[config.mk]
export PLATFORM = sky130hd
export DESIGN_NAME = result_bcd_conv_flat
export DESIGN_NICKNAME = d
export VERILOG_FILES = /design/src/rtl/result_bcd_conv_if.sv /design/src/rtl/result_bcd_conv.sv /design/src/flat_wrapper.sv
export SDC_FILE = /design/constraint.sdc
export NUM_CORES = 1
export LEC_CHECK = 0
export BUFFER_PORTS_ARGS = -buffer_cell sky130_fd_sc_hd__buf_4
export CAP_MARGIN = 10
export CORE_UTILIZATION = 55
export DETAILED_ROUTE_END_ITERATION = 8
export HOLD_SLACK_MARGIN = 0.03
export PLACE_DENSITY = 0.73
export REMOVE_ABC_BUFFERS = 1
export SKIP_CTS_REPAIR_TIMING = 1
export SYNTH_ARGS = -nofsm -noshare
export SYNTH_HDL_FRONTEND = slang
export SYNTH_SLANG_ARGS = --single-unit
[constraint.sdc]
create_clock -name clk -period 2.4 [get_ports clk]
set_input_delay 0.36 -clock clk [delete_from_list [all_inputs] [get_ports clk]]
set_output_delay 0.36 -clock clk [all_outputs]
set_load 0.02 [all_outputs]
[src/rtl/result_bcd_conv_if.sv]
// Handshake and data bundle between the BCD converter and its neighbours.
// The master side is the ALU/display controller, the slave side is the converter.
interface result_bcd_conv_if #(
  parameter int IN_W = 17,
  parameter int NDIG = 6
);
  logic                start;
  logic [IN_W-1:0]     number_in;
  logic                sign_in;
  logic                ready;
  logic                busy;
  logic                done;
  logic [4*NDIG-1:0]   bcd_out;
  logic                sign_out;

  modport master (
    output start, number_in, sign_in,
    input  ready, busy, done, bcd_out, sign_out
  );

  modport slave (
    input  start, number_in, sign_in,
    output ready, busy, done, bcd_out, sign_out
  );
endinterface

[src/rtl/result_bcd_conv.sv]
// Iterative double-dabble binary-to-BCD converter for the ALU result.
// Define RESULT_BCD_LZB_EN to blank leading zero digits with 4'hF.
module result_bcd_conv #(
  parameter int IN_W = 17,
  parameter int NDIG = 6
) (
  input logic              clk,
  input logic              clear,
  result_bcd_conv_if.slave bus
);

  localparam int BW = 4 * NDIG;
  localparam int CW = $clog2(IN_W + 1);

  typedef enum logic [1:0] {
    IDLE,
    SHIFT,
    DONE
  } state_t;

  state_t            state;
  state_t            state_n;
  logic [IN_W-1:0]   bin;
  logic [BW-1:0]     scr;
  logic [BW-1:0]     adj;
  logic [BW+IN_W-1:0] sh;
  logic [CW-1:0]     cnt;
  logic              sign;
  logic [BW-1:0]     bcd;
  logic              sign_q;
  logic              done_q;

`ifdef RESULT_BCD_LZB_EN
  // Digit 0 stays visible so a zero result still shows "0".
  function automatic logic [BW-1:0] fmt(input logic [BW-1:0] v);
    logic lead;
    fmt  = v;
    lead = 1'b1;
    for (int i = NDIG - 1; i > 0; i--) begin
      if (lead && v[4*i +: 4] == 4'd0)
        fmt[4*i +: 4] = 4'hF;
      else
        lead = 1'b0;
    end
  endfunction
`else
  function automatic logic [BW-1:0] fmt(input logic [BW-1:0] v);
    fmt = v;
  endfunction
`endif

  always_ff @(posedge clk or negedge clear) begin
    if (!clear) state <= IDLE;
    else        state <= state_n;
  end

  always_comb begin
    state_n = state;
    unique case (state)
      IDLE:    if (bus.start) state_n = SHIFT;
      SHIFT:   if (cnt == CW'(1)) state_n = DONE;
      DONE:    state_n = IDLE;
      default: state_n = IDLE;
    endcase
  end

  always_comb begin
    bus.ready = (state == IDLE);
    bus.busy  = (state != IDLE);
  end

  always_comb begin
    adj = scr;
    for (int i = 0; i < NDIG; i++) begin
      if (scr[4*i +: 4] >= 4'd5)
        adj[4*i +: 4] = scr[4*i +: 4] + 4'd3;
    end
    sh = {adj, bin} << 1;
  end

  always_ff @(posedge clk or negedge clear) begin
    if (!clear) begin
      bin    <= '0;
      scr    <= '0;
      cnt    <= '0;
      sign   <= 1'b0;
      bcd    <= '0;
      sign_q <= 1'b0;
      done_q <= 1'b0;
    end else begin
      done_q <= 1'b0;
      unique case (state)
        IDLE: begin
          if (bus.start) begin
            bin  <= bus.number_in;
            sign <= bus.sign_in;
            scr  <= '0;
            cnt  <= CW'(IN_W);
          end
        end
        SHIFT: begin
          {scr, bin} <= sh;
          cnt        <= cnt - CW'(1);
        end
        DONE: begin
          // Raw scratch is zero only for a zero magnitude: no negative zero.
          bcd    <= fmt(scr);
          sign_q <= sign & (|scr);
          done_q <= 1'b1;
        end
        default: ;
      endcase
    end
  end

  assign bus.bcd_out  = bcd;
  assign bus.sign_out = sign_q;
  assign bus.done     = done_q;

endmodule
[src/flat_wrapper.sv]
// flat-port wrapper written by rule: the top's interface ports become plain ports
module result_bcd_conv_flat 
#(
  parameter int IN_W = 17,
  parameter int NDIG = 6
)
  (clk, clear, bus_start, bus_number_in, bus_sign_in, bus_ready, bus_busy, bus_done, bus_bcd_out, bus_sign_out);
  result_bcd_conv_if #(.IN_W(IN_W), .NDIG(NDIG)) bus_i ();
  input logic clk;
  input logic clear;
  input wire logic [$bits(bus_i.start)-1:0] bus_start;
  input wire logic [$bits(bus_i.number_in)-1:0] bus_number_in;
  input wire logic [$bits(bus_i.sign_in)-1:0] bus_sign_in;
  output wire logic [$bits(bus_i.ready)-1:0] bus_ready;
  output wire logic [$bits(bus_i.busy)-1:0] bus_busy;
  output wire logic [$bits(bus_i.done)-1:0] bus_done;
  output wire logic [$bits(bus_i.bcd_out)-1:0] bus_bcd_out;
  output wire logic [$bits(bus_i.sign_out)-1:0] bus_sign_out;
  assign bus_i.start = bus_start;
  assign bus_i.number_in = bus_number_in;
  assign bus_i.sign_in = bus_sign_in;
  assign bus_ready = bus_i.ready;
  assign bus_busy = bus_i.busy;
  assign bus_done = bus_i.done;
  assign bus_bcd_out = bus_i.bcd_out;
  assign bus_sign_out = bus_i.sign_out;
  result_bcd_conv #(.IN_W(IN_W), .NDIG(NDIG)) u_core (.clk(clk), .clear(clear), .bus(bus_i));
endmodule
After elaboration in Yosys (flattened, before gate mapping):

Index checks and enable logic that the tools add are counted.

* input port bits: 21
* output and inout bits: 28
* flip-flop bits (word level): 75
* logic and storage cells: 50

* add/subtract/negate cells: 7
* reduce and logical (&&, ||, !) cells: 7
* eq/ne operators: 5
* order comparisons: 6
* multiplexer cells: 16
* bitwise gates (word level): 1

Operator list (count)
* 24-bit case mux with 2 select lines: 1
* 17-bit case mux with 2 select lines: 1
* 4-bit by 3-bit >= comparator with 1-bit output (second input constant): 6
* 24-bit 2-to-1 mux: 1
* 24-bit OR reduction: 1
* 4-bit by 2-bit adder with 4-bit output (second input constant): 5
* 4-bit 2-to-1 mux: 5
* 17-bit 2-to-1 mux: 1
* 5-bit case mux with 2 select lines: 1
* 2-bit AND reduction: 3
* 5-bit by 1-bit == test with 1-bit output (second input constant): 1
* 5-bit 2-to-1 mux: 1
* 5-bit by 1-bit subtractor with 5-bit output (second input constant): 1
* 2-bit 2-to-1 mux: 2
* 2-bit case mux with 2 select lines: 1
* 2-bit nonzero test: 2
* 3-bit by 2-bit adder with 3-bit output (second input constant): 1
* 3-bit 2-to-1 mux: 1
* 2-bit by 1-bit == test with 1-bit output (second input constant): 1
* 2-bit == test (second input constant): 1
* 2-bit zero test: 1
* 2-bit by 1-bit != test with 1-bit output (second input constant): 1
* 2-bit != test (second input constant): 1
* 1-bit AND: 1
* 1-bit 2-to-1 mux: 1

Depth between registers and ports, before layout:

* word-level depth: 3
* mapped depth: 6
* gate-level depth less buffers: 6

Least setup slack after synthesis:

OpenSTA, ideal clock, no wires.

* path kind: register -> register
* from: register u_core.state[1]
* to: register u_core.sign
* path buffers: 1
* library setup time: 0.128 ns
* cell stages (with the launch flop): 5
* slack: 0.953 ns
* arrival time: 1.320 ns
* required time: 2.272 ns
* period minus slack after synthesis: 1.447 ns
* path through: dfrtp_1 > buf_2 > nor2_2 > nand2_1 > mux2_1

* cells in the longest elaborated chain, start to end: 2

Ends and longest elaborated chain
* from (decl): RTL line result_bcd_conv.sv:21 `state_t state;`
* from (signal assigned): RTL line result_bcd_conv.sv:54 `else state <= state_n;`
* 2-bit zero test
* via bus_ready: RTL line flat_wrapper.sv:14 `output wire logic [$bits(bus_i.ready)-1:0] bus_ready;`
* 2-bit AND reduction (no source line)
* to (signal assigned): RTL line result_bcd_conv.sv:96 `sign <= bus.sign_in;`
* to (decl): RTL line result_bcd_conv.sv:28 `logic sign;`

The timed path passes the listed nets, and every way through them passes these cells.
A chain may end at the register's enable or synchronous reset.

Worst setup path in the final report:

* from: register u_core.state[0]
* to: output bus_busy

* cells in the longest elaborated chain, start to end: 1

Ends and longest elaborated chain
* 2-bit nonzero test: RTL line result_bcd_conv.sv:69 `bus.busy = (state != IDLE);`
* to (decl): RTL line flat_wrapper.sv:15 `output wire logic [$bits(bus_i.busy)-1:0] bus_busy;`

Every way passes these cells.

==> summary.md <==
| Metric | Value |
|---|---|
| Mean Syn Cell Area | `10.7 µm²` |
| Post-Place Worst Slack | `0.539 ns` |
| Clock latency on the worst-skew pair | `0.35 ns` |
| # setup viols final | `0` |
| Clock skew | `0.00625 ns` |
| Yosys warnings | `0` |
| Layout fillers | `501` |
| Synthesized instance count | `339` |
| Crit path DAT | `1.55 ns` |
| Rel. slew slack | `38.3%` |
| Post-detail-place hpwl | `5.01 mm` |
| Final ANT Viol Nets | `0` |
| Hold WC Path Type | `in2async` |
| Routed WL per cell | `16.3 µm` |
| Clk sinks | `75` |
| WS Path Type | `reg2out` |
| Die extent in x | `83.4 µm` |
| Cell Pwr Density | `1330 nW/µm²` |
| Initial antenna violation count | `0` |
| Multi-input gate area | `1590 µm²` |
| IO Pins | `49` |
| Routed WL | `7.61 mm` |
| Max Cap Viol | `0` |
| Initial DRC count | `211` |
| Die Span Y | `83.4 µm` |
| Status | `completed` |
| All-layer global routing usage | `23.8%` |
| Synth cell types | `40` |
| CTS Root Cell | `clkbuf_8` |
| Crit Path Max Fanout | `21` |
| Actual slew at the worst max-slew pin | `0.925 ns` |
| CTS tree | `yes` |
| WHS | `0.134 ns` |
| DP Area | `4050 µm²` |
| Final setup TNS | `0 ns` |
| Grt total ovfl | `0` |
| Commonest non-fill, non-tap cells in the layout | `dfrtp_1 (75), buf_4 (57), o21ai_0 (28)` |
| Core Region | `6390 µm²` |
| Crit start category | `register` |
| Vias in the first global route | `2749` |
| VDD IR max | `0.000919 V` |
| Layout Cells excl Fill | `468` |
| Top cell type by total area after synthesis | `dfrtp_1` |
| Largest net degree at the start of global routing | `76` |
| # diodes | `0` |
| Post-synth ARST share | `100%` |
| Starting Density | `57.0%` |
| Critical R2R Launch | `u_core.state[0]$_DFFE_PN0P_` |
| Routed via count | `2802` |
| Period utilization | `79.7%` |
| Post-Syn Area | `3640 µm²` |
| CTS max path bufs | `2` |
| Power, Total | `5.75 mW` |
| EDFF count, synth | `0` |
| Area contributors post-synth | `dfrtp_1 (52%), ha_1 (6.5%), o21ai_0 (3.8%)` |
| Most common cell after layout, fill and taps aside | `dfrtp_1` |
| R2R Setup Slk | `0.51 ns` |
| Synth top area share | `51.5%` |
| NumNets Final | `426` |
| Register Area | `1880 µm²` |
| H-Tree Level Count | `3` |
| Crit. End Element | `output port` |
| Cell area after layout | `4310 µm²` |
| Final hold vios | `0` |
| FF-to-FF path depth | `4` |
| First-pass GRT wire length | `13.0 mm` |
| Yosys reg bits | `75` |
| Worst Path Required | `2.04 ns` |
| RSZ-0062 raised after global routing | `false` |
| DP Cell Count | `452` |
| FF-to-FF End | `u_core.scr[16]$_DFFE_PN0P_` |
| CTS Buf Count | `9` |
| Pre-antenna DRT Iters | `5` |
| Maximum clock frequency | `0.523 GHz` |
| Port Buffers | `48` |
| DIE AREA | `6950 µm²` |
| Area grow syn2layout | `18.4%` |
| # rows | `29` |
| Primary FF master, synth | `dfrtp_1` |
| GP Congestion | `0.757` |
| Leak | `1.99 nW` |
| Clock slew at reported path FFs | `0.07 ns` |
| Pins over their slew limit | `0` |
| Vias/cell | `5.99` |
| Fin util | `67.5%` |
| Seq/Total Area, Yosys | `51.5%` |
| Post-route minimum period | `1.91 ns` |
| Layout cells sized above 1 | `22.8%` |
| Post-route DRC | `0` |
| Setup ws final | `0.487 ns` |
==> logic make-up after synthesis <==
family	synth area share, %
AOI/OAI and AO/OA	19.6
DFF	51.5
and+or+nand+nor	11.5
buffers and inverters	4.81
adders and majority gates	6.53
muxes	4.57
xor gates and xnor gates	1.44
==> sequential cells by signal (all words and copies together), names as in the netlist <==
name,count
u_core.bin,17
u_core.bus.bcd_out,24
u_core.cnt,5
u_core.bus.sign_out,1
u_core.scr,24
u_core.state,2
u_core.bus.done,1
u_core.sign,1
==> cell type report <==
class	count	share of cell area, %
well taps	77	2.24
inverters	16	1.39
flip-flops and latches	75	43.5
clock inverters	4	2.21
clock buffers	12	3.83
multi-input cells	227	36.9
repair buffers	57	9.93
==> report_power, final <==
| group | switching [mW] | internal [mW] |
|---|---|---|
| logic | 1.28 | 1.03 |
| registers | 0.456 | 1.76 |
| clock network | 0.461 | 0.774 |
==> synthesized netlist by cell type (6+ instances only) <==
master	n
a21oi_1	25
a22oi_1	16
a32o_1	7
buf_2	12
dfrtp_1	75
ha_1	19
inv_1	16
mux2_2	12
nand2_1	22
nand2b_1	8
nand3_1	8
nor2b_1	15
o21ai_0	28
o21ai_1	6
o22ai_1	12
o311ai_0	8
o31ai_1	6
xnor2_1	6
==> metal layers <==
metal / global-route usage, % / part of all wire, % / routed length [µm] / up-vias
met5: 0 / 0 / 0 / -
met4: 10.7 / 1.5 / 116 / 0
met3: 3.98 / 4.3 / 326 / 10
met2: 38.8 / 49 / 3710 / 72
met1: 31.3 / 45 / 3450 / 1400
li1: - / - / - / 1320
==> worst max path at each step <==
stage / from / endpoint / slack (ns) / cells past startpoint
6_report: u_core.state[0]$_DFFE_PN0P_ / bus_busy / 0.49 / 3
5_1_grt: u_core.state[0]$_DFFE_PN0P_ / u_core.scr[16]$_DFFE_PN0P_ / 0.33 / 4
4_1_cts: u_core.state[0]$_DFFE_PN0P_ / bus_busy / 0.48 / 3
3_5_place_dp: u_core.state[0]$_DFFE_PN0P_ / u_core.scr[16]$_DFFE_PN0P_ / 0.54 / 4
3_3_place_gp: u_core.state[0]$_DFFE_PN0P_ / u_core.cnt[4]$_DFFE_PN0P_ / 0.58 / 4
2_1_floorplan: u_core.state[0]$_DFFE_PN0P_ / u_core.bus.bcd_out[10]$_DFFE_PN0P_ / 0.45 / 2
==> worst max-delay path: stages, from the launching register on <==
cell and delay, ns:
dfrtp_1 0.62, nor2_2 0.35, inv_1 0.07, buf_4 0.16
(Power assumes the default switching activity.)
